## src/rtl/mux4_rr_arbiter_pkg.sv

```systemverilog
// Shared definitions for the round-robin 4-way mux arbiter: FSM state codes,
// channel/select codes and a one-hot helper.
package mux4_rr_arbiter_pkg;

  localparam int MUX_W = 4;

  typedef enum logic [1:0] {
    ST_IDLE   = 2'd0,
    ST_LOAD   = 2'd1,
    ST_HOLD   = 2'd2,
    ST_UNUSED = 2'd3
  } state_t;

  // Channel indices double as mux select codes.
  localparam logic [1:0] S0 = 2'b00;
  localparam logic [1:0] S1 = 2'b01;
  localparam logic [1:0] S2 = 2'b10;
  localparam logic [1:0] S3 = 2'b11;

  function automatic logic [3:0] chan_onehot(input logic [1:0] ch);
    chan_onehot = 4'b0001 << ch;
  endfunction

endpackage

```

## src/rtl/mux4_rr_arbiter_mux4_1.sv

```systemverilog
// Plain 4-to-1 word multiplexer; select codes follow the channel constants.
module mux4_1 #(
  parameter int W = 4
) (
  input  logic [W-1:0] input0,
  input  logic [W-1:0] input1,
  input  logic [W-1:0] input2,
  input  logic [W-1:0] input3,
  input  logic [1:0]   sel,
  output logic [W-1:0] data_out
);
  import mux4_rr_arbiter_pkg::*;

  always_comb begin
    data_out = input0;
    case (sel)
      S0:      data_out = input0;
      S1:      data_out = input1;
      S2:      data_out = input2;
      S3:      data_out = input3;
      default: data_out = input0;
    endcase
  end

endmodule

```

## src/rtl/mux4_rr_arbiter.sv

```systemverilog
// Round-robin arbiter in front of a shared mux4_1: grants one requester in IDLE,
// captures its word in LOAD and presents it with valid/ready in HOLD.
module mux4_rr_arbiter #(
  parameter int         DATA_W  = 4,
  parameter logic [1:0] RST_PTR = 2'b11
) (
  input  logic              clk,
  input  logic              reset,
  input  logic [3:0]        req,
  input  logic [DATA_W-1:0] input0,
  input  logic [DATA_W-1:0] input1,
  input  logic [DATA_W-1:0] input2,
  input  logic [DATA_W-1:0] input3,
  output logic [3:0]        ack,
  output logic [DATA_W-1:0] out_data,
  output logic [1:0]        out_src,
  output logic              out_valid,
  input  logic              out_ready,
  output logic              busy
);
  import mux4_rr_arbiter_pkg::*;

  state_t            state_reg, state_next;
  logic [1:0]        sel_reg;
  logic [1:0]        last_grant_reg;
  logic [3:0]        ack_reg;
  logic [3:0]        ack_set;
  logic [DATA_W-1:0] out_data_reg;
  logic [1:0]        out_src_reg;
  logic              out_valid_reg;
  logic [DATA_W-1:0] mux_data;
  logic [1:0]        winner;

  // First requester after the last grant; scanning +4 wraps back to last itself.
  function automatic logic [1:0] pick_winner(input logic [3:0] r, input logic [1:0] last);
    logic [1:0] c;
    pick_winner = last + 2'd1;
    for (int k = 4; k >= 1; k--) begin
      c = last + 2'(k);
      if (r[c]) pick_winner = c;
    end
  endfunction

  assign winner = pick_winner(req, last_grant_reg);

  mux4_1 #(.W(DATA_W)) u_mux (
    .input0   (input0),
    .input1   (input1),
    .input2   (input2),
    .input3   (input3),
    .sel      (sel_reg),
    .data_out (mux_data)
  );

  for (genvar gi = 0; gi < 4; gi++) begin : g_ack
    assign ack_set[gi] = (sel_reg == 2'(gi));
  end

  always_ff @(posedge clk) begin
    if (reset) state_reg <= ST_IDLE;
    else       state_reg <= state_next;
  end

  always_comb begin
    state_next = ST_IDLE;
    case (state_reg)
      ST_IDLE: state_next = (|req) ? ST_LOAD : ST_IDLE;
      ST_LOAD: state_next = ST_HOLD;
      ST_HOLD: state_next = out_ready ? ST_IDLE : ST_HOLD;
      default: state_next = ST_IDLE;
    endcase
  end

  // Datapath; the capture in LOAD ignores req so a dropped request still completes.
  always_ff @(posedge clk) begin
    if (reset) begin
      sel_reg        <= S0;
      last_grant_reg <= RST_PTR;
      ack_reg        <= '0;
      out_data_reg   <= '0;
      out_src_reg    <= '0;
      out_valid_reg  <= 1'b0;
    end else begin
      ack_reg <= '0;
      case (state_reg)
        ST_IDLE: if (|req) sel_reg <= winner;
        ST_LOAD: begin
          out_data_reg   <= mux_data;
          out_src_reg    <= sel_reg;
          out_valid_reg  <= 1'b1;
          ack_reg        <= ack_set;
          last_grant_reg <= sel_reg;
        end
        ST_HOLD: if (out_ready) out_valid_reg <= 1'b0;
        default: ;
      endcase
    end
  end

  assign ack       = ack_reg;
  assign out_data  = out_data_reg;
  assign out_src   = out_src_reg;
  assign out_valid = out_valid_reg;
  assign busy      = (state_reg != ST_IDLE);

endmodule

```

## config.mk

```make
export PLATFORM = sky130hd
export DESIGN_NAME = mux4_rr_arbiter
export DESIGN_NICKNAME = d
export VERILOG_FILES = /design/src/rtl/mux4_rr_arbiter_pkg.sv /design/src/rtl/mux4_rr_arbiter_mux4_1.sv /design/src/rtl/mux4_rr_arbiter.sv
export SDC_FILE = /design/constraint.sdc
export NUM_CORES = 1
export LEC_CHECK = 0
export CORE_MARGIN = 2
export CORE_UTILIZATION = 30
export DETAILED_ROUTE_END_ITERATION = 6
export GPL_TIMING_DRIVEN = 0
export PLACE_DENSITY = 0.66
export SLEW_MARGIN = 10
export SYNTH_ARGS = -nofsm -noshare
export SYNTH_HDL_FRONTEND = slang
export SYNTH_SLANG_ARGS = --single-unit
```

## constraint.sdc

```tcl
create_clock -name clk -period 2.6 [get_ports clk]
set_input_delay 0.26 -clock clk [delete_from_list [all_inputs] [get_ports clk]]
set_output_delay 0.26 -clock clk [all_outputs]
set_load 0.01 [all_outputs]
```

# Yosys cells after proc, flatten, opt, wreduce, memory -nomap -nowiden
# Cells that the tools add are included.
[word_totals]
reg_bits = 17
input_bits = 23
elab_cells = 47
[classes]
addsub = 3
n_lt_le_gt_ge = 4
n_eq_ne = 6
mux = 18
bitwise_logic = 1
reduce_logical = 8
[ops]
columns = ["op", "count"]
rows = [
  ["$pmux 4 s4", 1],
  ["$lt 2x3->1 const B", 4],
  ["$mux 2", 5],
  ["$bmux 1 s2", 4],
  ["$eq 2x2->1 const B", 3],
  ["$mux 1", 6],
  ["$pmux 2 s3", 1],
  ["$add 2x2->2 const B", 2],
  ["$eq 2x1->1 const B", 2],
  ["$logic_not 2->1", 2],
  ["$reduce_and 2->1", 2],
  ["$reduce_bool 2->1", 2],
  ["$reduce_or 4->1", 1],
  ["$add 2x1->2 const B", 1],
  ["$ne 2x2->1 const B", 1],
  ["$pmux 1 s2", 1],
  ["$reduce_or 2->1", 1],
  ["$not 1->1", 1],
]

# Longest topological paths before layout
# Gate-level depths: netlist of the first run.
[depth]
ltp_word = 6
ltp_mapped = 5

# Cells and area by module
# A second synthesis of the first run with hierarchy kept.
[hier_totals]
cells_unflattened = 85
hier_area_um2 = 775.7
[by_module_without_submodules]
columns = ["mod", "instances", "cells_per_inst", "area_each_um2", "seq_area_each_um2"]
rows = [
  ["mux4_rr_arbiter", 1, 81, 670.6, 340.3],
  ["mux4_1", 1, 4, 105.1, 0.0],
]

# Worst setup path after synthesis of the first run
# Ideal clock, no wire load.
[synth_timing]
path_kind = "reg2reg"
from = "register sel_reg[0]"
to = "register out_data_reg[0] (netlist: out_data[0])"
arrival_time_ps = 1035
slack_ps = 1431
path_stages_with_launch = 5
period_less_slack_ps = 1169
path_cell_list = "dfxtp_1 > buf_6 > mux4_2 > nand2_1 > a21oi_1"
[synth_between]
elab_chain_cells = 2
[synth_lines]
columns = ["item", "line_no", "source"]
rows = [
  ["start, declared", "mux4_rr_arbiter.sv:24", "logic [1:0] sel_reg;"],
  ["start signal, assigned", "mux4_rr_arbiter.sv:86", "ST_IDLE: if (|req) sel_reg <= winner;"],
  ["$eq 2x2->1, or another cell as far along", "mux4_rr_arbiter_mux4_1.sv:16", "case (sel)"],
  ["$pmux 4 s4 (*)", "mux4_rr_arbiter_mux4_1.sv:16", ""],
  ["end signal, assigned", "mux4_rr_arbiter.sv:88", "out_data_reg <= mux_data;"],
  ["end, declared", "mux4_rr_arbiter.sv:28", "logic [DATA_W-1:0] out_data_reg;"],
]
# Mark *: on every way between the ends. The rest lies on a longest branch, timed or not.
# A chain may end at the register's enable or synchronous reset.

# Worst setup path in the final report of the first run
[layout_timing]
from = "register state_reg[1]"
to = "output port busy"
[layout_between]
elab_chain_cells = 1
[layout_lines]
columns = ["item", "line_no", "source"]
rows = [
  ["start, declared", "mux4_rr_arbiter.sv:23", "state_t state_reg, state_next;"],
  ["start signal, assigned", "mux4_rr_arbiter.sv:61", "else state_reg <= state_next;"],
  ["$reduce_bool 2->1", "mux4_rr_arbiter.sv:104", "assign busy = (state_reg != ST_IDLE);"],
  ["end, declared", "mux4_rr_arbiter.sv:19", "output logic busy"],
]
# No other way between the ends.

==> results.txt, run 1 <==
- The flow ran to the end, and the final reports show no timing, DRC or antenna violations.
- Transition time at the pin with the least slew margin: ~0.46 ns
- The via count of the first global-routing pass was 727.
- Clk Latency, worst-skew pair: 0.30 ns
- The initial utilization of the core area, before any placement, comes to just over 30%.
- For the final database, setup skew stands at approximately 0.013 ns.
- Worst path required time: ~2.3 ns
- Summed over all nets, the switching power comes to around 0.19 mW.
* Signed area change from the synthesized netlist to the final layout: 48.33%
* Total core area: roughly 2700 um2
* Final critical delay including setup and external delays: around 1.7 ns
- Clock-pin slew was measured on the worst setup and hold paths at around 0.11 ns.
* Number of antenna violations at the first check in global routing: 0
- The most used flip-flop cell after synthesis is sky130_fd_sc_hd__dfxtp_1.
* Internal power consumption: roughly 0.46 mW
* Total nets after synthesis: 109
* Cell count after synthesis: 86
- Adding up every negative setup slack in the final design gives 0 ns.
* Initial DRC Count: 23
- Total of cells resized after clock tree synthesis: 0
- For this run, the total global-route usage over all layers was measured as 12.76%.
- After synthesis the netlist holds a flip-flop and latch count of 17.
- The root buffer cell chosen for the clock tree is sky130_fd_sc_hd__clkbuf_4.
- CTS buffer count: 3
- The clock passes through at most 2 buffers.
* Antenna diode count: 0
- By area, the combinational part of the netlist is dominated by simple AND/OR/NAND/NOR gates.
* I/O Pins: 35
- Number of pins exceeding their max-slew limit in the final report: 0
- Area taken by flip-flops and latches: between 300 and 400 um2
- The number of hold buffers added after CTS was 0.
- Measured against its own limit, the worst slew margin works out to between 60% and 70%.
- Simple-gate area share of the yosys netlist: 24.39%
* Multiplexer share of the synthesized area: between 10% and 20%
* Synthesis warning total: 0
* H-tree lvl count: 1
* Min-Delay Path Class: input port to flop
* Vias: just under 800
- Global routing finished with a remaining overflow of 0.
* Sequential element share of the synthesized area: between 40% and 50%
- The first TritonRoute pass finished after 4 iterations.
* Maximum net fanout on the critical path: 5
- Combinational logic is responsible for 31.5% of the overall power.
- Peak supply drop: 0.3809 mV
* Chip width: 56.47 um
- The layout has approximately 260 filler cells.
- In the synthesized netlist the async set-or-reset flop fraction comes to 0%.
* Count of nets after finishing: 147
- Max-cap violations in this run came to 0.
- Compound-cell area share of the yosys netlist: between 15 and 20%
- The die covers 3188 um2.
- Post-synthesis adder-cell area fraction: 0%
* Number of flops mapped to enable cells by yosys: 0
* Clock Sinks: 17
- Synthesis instantiated 33 different standard cells from the library.
- Switching part of the total power: 29.46%
- Per report_power, the clock group accounts for a little under a quarter of the total.
* Post-Layout Cell Count: about 150
- The number of hold-slack violations in the final timing report is 0.
- In the final routed layout, each cell accounts on average for around 12 um.
* Largest net degree at the start of global routing: 12
- The number of setup buffers added after CTS is 0.
* Tcrit/Tclk final: 63.93%
- Power Density: between 500 and 600 nW/um2
- The analysis attributes to cell leakage a power of roughly 0.44 nW.
- The congestion estimate from routability-driven global placement came to 0.7232.
* Total Routed Length: between 1500 and 2000 um
- Share of final-layout standard cells stronger than drive strength 1: 14.63%
* Drt via density: 5.019
- After Yosys synthesis, XOR and XNOR cells account for 0% of the synthesized area.
- WP data arrival: 1.40 ns
* Global-route wire length before repair: roughly 3300 um
* Number of placed instances, taps included: 150
* Unrepaired setup endpoints after global routing: false
- In the final layout, the multi-input gates occupy ~430 um2.
* HPWL after detailed placement: 1436 um
- TritonCTS built the clock tree.
* Max frequency: between 600 and 700 MHz
* Number of port buffers: 33
* Count of final setup violators: 0
- STA classifies the critical path startpoint as a flop.
- The design draws about 0.65 mW.
- Summed instance area of the synthesized netlist: between 800 and 900 um2
* Endpoint class of the critical path: primary output
- Sequential cells burn between 40% and 50% of the power.
* Worst Setup Path Type: flop to primary output
- Row generation in the floorplan step produced 19 rows.
- Mapped Avg Cell Area: around 9.6 um2
* Routed Antenna Nets: 0
- Chip Height: 56.47 um
* DRC violation count after routing: 0
## power groups by stage
stage	sequential [mW]	combinational [mW]	clock (mW)
2_1_floorplan	0.307	0.116	0
3_3_place_gp	0.303	0.204	0
3_5_place_dp	0.304	0.207	0
4_1_cts	0.298	0.209	0.152
5_1_grt	0.301	0.226	0.169
6_report	0.298	0.206	0.149
## through the flow
step | utilization [%] | cell area, um2 | worst slack (ns) | hold WS (ns)
after floorplan | - | 825.8 | 1.431 | 0.4311
after global placement | 44.48 | 1195 | 0.9569 | 0.4429
after detailed placement | 44.48 | 1195 | 0.9305 | 0.4489
after CTS | 45.60 | 1225 | 0.9262 | 0.3605
after global routing | 45.60 | 1225 | 0.8877 | 0.3815
final | 45.60 | 1225 | 0.9378 | 0.3516
## cell usage after synthesis, types with 2 or more instances
| master | instances | area (um2) |
|---|---|---|
| sky130_fd_sc_hd__buf_2 | 2 | 10.01 |
| sky130_fd_sc_hd__nand2b_1 | 2 | 12.51 |
| sky130_fd_sc_hd__o21bai_1 | 2 | 15.01 |
| sky130_fd_sc_hd__clkbuf_1 | 3 | 11.26 |
| sky130_fd_sc_hd__dfxtp_1 | 17 | 340.3 |
| sky130_fd_sc_hd__a211oi_1 | 2 | 15.01 |
| sky130_fd_sc_hd__a21oi_1 | 9 | 45.04 |
| sky130_fd_sc_hd__mux4_2 | 4 | 90.09 |
| sky130_fd_sc_hd__inv_1 | 4 | 15.01 |
| sky130_fd_sc_hd__nand2_1 | 14 | 52.55 |
| sky130_fd_sc_hd__o22ai_1 | 2 | 12.51 |
| sky130_fd_sc_hd__nor2_1 | 3 | 11.26 |
| sky130_fd_sc_hd__nor4b_1 | 2 | 17.52 |
## worst max-delay path, cell delays in order (launching register included)
cell and delay (ns):
sky130_fd_sc_hd__dfxtp_1 0.35, sky130_fd_sc_hd__or2_4 0.28, sky130_fd_sc_hd__clkdlybuf4s50_1 0.48
## final cells by class
cell class | instances | area share [%]
Clock inverter | 1 | 0.6129
Multi-Input combinational cell | 58 | 35.14
Tap cell | 31 | 3.167
Buffer | 7 | 3.269
Inverter | 4 | 1.226
Sequential cell | 17 | 27.78
Clock buffer | 3 | 1.839
Timing Repair Buffer | 33 | 26.97
## kinds of logic (layout without fill, tap and decap cells)
| logic type | after synthesis | count (layout) |
|---|---|---|
| and+or+nand+nor | 33 | 33 |
| AOI/OAI and AO/OA | 20 | 20 |
| DFF | 17 | 17 |
| buffers and inverters | 11 | 48 |
| muxes | 5 | 5 |
## path summary, 6_finish.rpt
kind                                      to  cells after the start              start  slack, ns
worst max register to register    sel_reg[0]                      4  last_grant_reg[0]       1.29
worst min register to register   out_data[0]                      2        out_data[0]       0.46
worst max-delay path                    busy                      2       state_reg[1]       0.94
worst min-delay path            state_reg[0]                      2              reset       0.35
## placed cells by master (no fill, tap or decap)
cell type                         count
sky130_fd_sc_hd__and4b_1              1
sky130_fd_sc_hd__buf_4                1
sky130_fd_sc_hd__nor2b_1              1
sky130_fd_sc_hd__o21bai_1             2
sky130_fd_sc_hd__clkdlybuf4s50_1     33
sky130_fd_sc_hd__nor3_2               1
sky130_fd_sc_hd__nand3b_1             1
sky130_fd_sc_hd__nor3b_1              1
sky130_fd_sc_hd__or2_4                1
sky130_fd_sc_hd__o21ai_1              1
sky130_fd_sc_hd__buf_2                2
sky130_fd_sc_hd__clkbuf_4             3
sky130_fd_sc_hd__nand2_1             14
sky130_fd_sc_hd__o31a_2               1
sky130_fd_sc_hd__dfxtp_1             17
sky130_fd_sc_hd__nand2b_1             2
sky130_fd_sc_hd__mux4_2               4
sky130_fd_sc_hd__a222oi_1             1
sky130_fd_sc_hd__nand3_1              1
sky130_fd_sc_hd__mux2i_1              1
sky130_fd_sc_hd__clkinvlp_4           1
sky130_fd_sc_hd__or3b_2               1
sky130_fd_sc_hd__o22ai_1              2
sky130_fd_sc_hd__a21oi_1              9
sky130_fd_sc_hd__o2111a_1             1
sky130_fd_sc_hd__nor2_4               1
sky130_fd_sc_hd__nor4b_1              2
sky130_fd_sc_hd__nor3_1               1
sky130_fd_sc_hd__nor2_1               3
sky130_fd_sc_hd__o21ai_0              1
sky130_fd_sc_hd__inv_1                4
sky130_fd_sc_hd__nor4_4               1
sky130_fd_sc_hd__clkbuf_1             3
sky130_fd_sc_hd__nor4_1               1
sky130_fd_sc_hd__buf_6                1
sky130_fd_sc_hd__a211oi_1             2
## per-layer routing
metal / wire, um / vias up / share of wire (%) / track usage [%]
li1: - / 382 / - / -
met1: 870 / 360 / 45 / 16.88
met2: 891 / 29 / 46 / 19.77
met3: 152 / 2 / 7.9 / 4.608
met4: 8 / 0 / 0.42 / 3.061
met5: 0 / - / 0 / 0
No activity file was read; power rests on OpenSTA's default activity.
==> inputs of run 2 (changes only) <==
--- a/config.mk
+++ b/config.mk
@@ -9,7 +9,7 @@
 export CORE_UTILIZATION = 30
 export DETAILED_ROUTE_END_ITERATION = 6
 export GPL_TIMING_DRIVEN = 0
-export PLACE_DENSITY = 0.66
+export PLACE_DENSITY = 0.68
 export SLEW_MARGIN = 10
 export SYNTH_ARGS = -nofsm -noshare
 export SYNTH_HDL_FRONTEND = slang
==> constraint.sdc (replaced) <==
create_clock -name clk -period 1.35 [get_ports clk]
set_input_delay 0.135 -clock clk [delete_from_list [all_inputs] [get_ports clk]]
set_output_delay 0.135 -clock clk [all_outputs]
set_load 0.01 [all_outputs]
==> results.txt, run 2 (synthesis results as in run 1) <==
- The flow ran to the end, and the final reports show no timing, DRC or antenna violations.
* Tcrit/Tclk final: between 90% and 100%
- The final number of max-transition violations is 0 (unchanged).
- The DRC violation count after routing came to 0 (unchanged).
- Endpoint class of the critical path: primary output
- The wire length of the first global-routing pass is 3312 um (+1.5%).
* Critical path cell sequence: clkdlybuf4s50_1
- The critical path is of the flop to primary output type.
* Vias in the first global route: 750 (+3.2%)
- Delay of the slowest cell on the worst path: 0.53 ns (+0.05 ns)
- The flop-to-flop setup slack is 0.08 ns (-1.21 ns).
- The logic depth of the worst register-to-register path was 4 (unchanged).
- The floorplan row count was 19 (unchanged).
* Power Density: 1001 nW/um2 (+88%)
* Final hold violation count: 0 (unchanged)
- The cell depth of the worst min-delay path is 2 (unchanged).
- Post-route cell area: 1235 um2 (+0.82%)
* Deepest clock path buffer count: 2 (unchanged)
- The effective utilization at floorplan was 30.74% (unchanged).
- The overall overflow remaining after global route is 0 (unchanged).
- In this run the critical register-to-register path is captured at out_data[2].
* Wire length the detailed router placed on met1: 918 um (+5.5%)
* Final hold slack: 0.2602 ns (-0.09146 ns)
* Max frequency: between 700 and 800 MHz
- CTS Hold Bufs: 0 (unchanged)
* Chip width: 56.47 um (unchanged)
- The path class of the tightest hold or removal check is input port to flop.
- The setup violation total in the final timing report was 0 (unchanged).
* All-layer global routing usage: 13.34% (+0.58 points)
- The library cells used most frequently in the layout, excluding fill and tap cells, are sky130_fd_sc_hd__clkdlybuf4s50_1 (28), sky130_fd_sc_hd__dfxtp_1 (15), sky130_fd_sc_hd__nand2_1 (14), sky130_fd_sc_hd__a21oi_1 (9).
- The post-route antenna net violation count is 0 (unchanged).
- The worst path needs about 1.3 ns of the cycle, external delays included.
* Signed area change from the synthesized netlist to the final layout: 49.54%
- The HPWL after detailed placement was 1502 um (+4.6%).
- The initial antenna violation count came to 0 (unchanged).
* Placed Area: 1195 um2 (unchanged)
- The count of input and output buffers is 33 (unchanged).
- Worst hold path endpoint: ack[0]
* DR WL/cell: 13.10 um (+4.9%)
* Multi-input gate area in the final layout: 430.4 um2 (unchanged)
- Sum of internal, switching and leakage power: 1.236 mW (+89%)
* Clock Sinks: 17 (unchanged)
- Unrepaired setup endpoints after global routing: false
- The final worst setup slack is 0.05313 ns (-0.8847 ns).
- Count of buffers added by post-CTS timing repair for setup: 0 (unchanged)
- Transition time at the pin with the least slew margin: 0.4993 ns (+0.03444 ns)
- TritonCTS clock tree: done
- Most frequent standard cell in the layout excluding fill and tap cells: sky130_fd_sc_hd__clkdlybuf4s50_1
- Met3 routed wirelength: 122 um (-20%)
- Total Routed Length: 2018 um (+4.9%)
- The post-route clock skew was 0.007504 ns (-0.005296 ns).
- The startpoint identified for the worst register-to-register timing path is sel_reg[0].
- The die footprint was 3188 um2 (unchanged).
- Top routing layer used: met3
- The number of gates resized after CTS is 1 (+1).
- Normalized max-slew margin: 66.71% (-2.3 points)
- Chip Height: 56.47 um (unchanged)
- Number of violations of the max-capacitance limit: 0 (unchanged)
- Peak supply drop: 0.5875 mV (+54%)
* Maximum net fanout on the critical path: 2 (-3)
* Layout filler cell count: 266 (+0.76%)
* I/O Pins: 35 (unchanged)
- The worst setup path is launched from a flop.
- The final cell count without fillers was 154 (unchanged).
* Pre-CTS WS: -0.2043 ns (-1.135 ns)
- Area taken by flip-flops and latches: 342.8 um2 (+0.74%)
* CTS buffer count: 3 (unchanged)
- The slowest stage of the critical path belongs to the cell sky130_fd_sc_hd__clkdlybuf4s50_1.
- The share of final-layout standard cells stronger than drive strength 1 was 16.26% (+1.6 points).
* CTS root buffer: sky130_fd_sc_hd__clkbuf_4
* Number of placed instances, taps included: 150 (unchanged)
* H-tree lvl count: 1 (unchanged)
- The arrival time reported for the critical path endpoint was 1.16 ns (-0.24 ns).
- Total core area: 2686 um2 (unchanged)
- The clock transition time at the flip-flop clock pins of the worst setup and hold paths came to 0.10 ns (about the same).
* First-pass iteration count of the detailed router: 4 (unchanged)
- Final weighted congestion of routability-driven global placement: 0.7582 (+4.8%)
- Drt via density: 4.961 (-1.2%)
* Largest net degree at the start of global routing: 11 (-1)
* Static power due to leakage: 0.5148 nW (+17%)
- The count of inserted antenna diode cells is 0 (unchanged).
* Number of buffers and inverters on the critical path: 1 (unchanged)
- Routed length on met2: 977 um (+9.7%)
- Initial DRC Count: 21 (-8.7%)
- The final net count came to 147 (unchanged).
- The cell family contributing the most delay on the critical path is buffers and inverters.
* Clk Latency, worst-skew pair: 0.29 ns (about the same)
- The overall via count from detail_route came to 764 (-1.2%).
* Worst path required time: 1.22 ns (-1.12 ns)
* Worst hold path startpoint: reset
run 2: cell count changes in the layout (fill, tap and decap cells not counted):
| cell | previous run | this run |
|---|---|---|
| sky130_fd_sc_hd__clkinvlp_4 | 1 | 0 |
| sky130_fd_sc_hd__dfxtp_2 | 0 | 2 |
| sky130_fd_sc_hd__clkdlybuf4s15_1 | 0 | 1 |
| sky130_fd_sc_hd__dlymetal6s2s_1 | 0 | 4 |
| sky130_fd_sc_hd__clkinv_2 | 0 | 1 |
| sky130_fd_sc_hd__clkdlybuf4s50_1 | 33 | 28 |
| sky130_fd_sc_hd__dfxtp_1 | 17 | 15 |
run 2: final cells by class:
| cell class | instances | area share (%) |
|---|---|---|
| multi-input cells | 58 | 34.85 |
| flip-flops and latches | 17 | 27.76 |
| repair buffers | 33 | 27.56 |
| plain buffers | 7 | 3.242 |
| well taps | 31 | 3.141 |
| clock buffers | 3 | 1.824 |
| inverters | 4 | 1.216 |
| clock inverters | 1 | 0.4053 |
run 2: power by group:
group          leakage [nW]  internal (mW)  switching (mW)  total, mW
clock                0.0177          0.110           0.156      0.266
sequential            0.139          0.548          0.0259      0.574
combinational         0.358          0.222           0.174      0.395
run 2: per-layer routing:
layer / up-vias / GRT usage, %
met5: - / 0
met4: 0 / 4.082
met3: 0 / 4.839
met2: 30 / 22.26
met1: 348 / 15.90
li1: 386 / -
run 2: worst max-delay path by stage:
stage	start	end	cells after the start
finish	out_src[1]	out_src[1]	1
global route	out_data[0]	out_data[0]	1
CTS	state_reg[1]	busy	2
detailed placement	req[0]	sel_reg[1]	5
global placement	req[0]	sel_reg[1]	5
floorplan	sel_reg[0]	out_data[0]	4
run 2: per-stage QoR:
stage	util (%)	TNS, ns
6_report	45.97	0
5_1_grt	45.97	0
4_1_cts	45.46	0
3_5_place_dp	44.48	-0.3605
3_3_place_gp	44.48	-0.3286
2_1_floorplan	-	0
==> inputs of run 3 (changes only) <==
--- a/config.mk
+++ b/config.mk
@@ -5,12 +5,14 @@
 export SDC_FILE = /design/constraint.sdc
 export NUM_CORES = 1
 export LEC_CHECK = 0
+export CAP_MARGIN = 20
 export CORE_MARGIN = 2
 export CORE_UTILIZATION = 30
+export CTS_CLUSTER_DIAMETER = 40
 export DETAILED_ROUTE_END_ITERATION = 6
 export GPL_TIMING_DRIVEN = 0
 export PLACE_DENSITY = 0.68
-export SLEW_MARGIN = 10
+export SLEW_MARGIN = 20
 export SYNTH_ARGS = -nofsm -noshare
 export SYNTH_HDL_FRONTEND = slang
 export SYNTH_SLANG_ARGS = --single-unit
==> results of run 3 <==
Same layout as run 2: the final DEF is identical, and so are final timing and power.
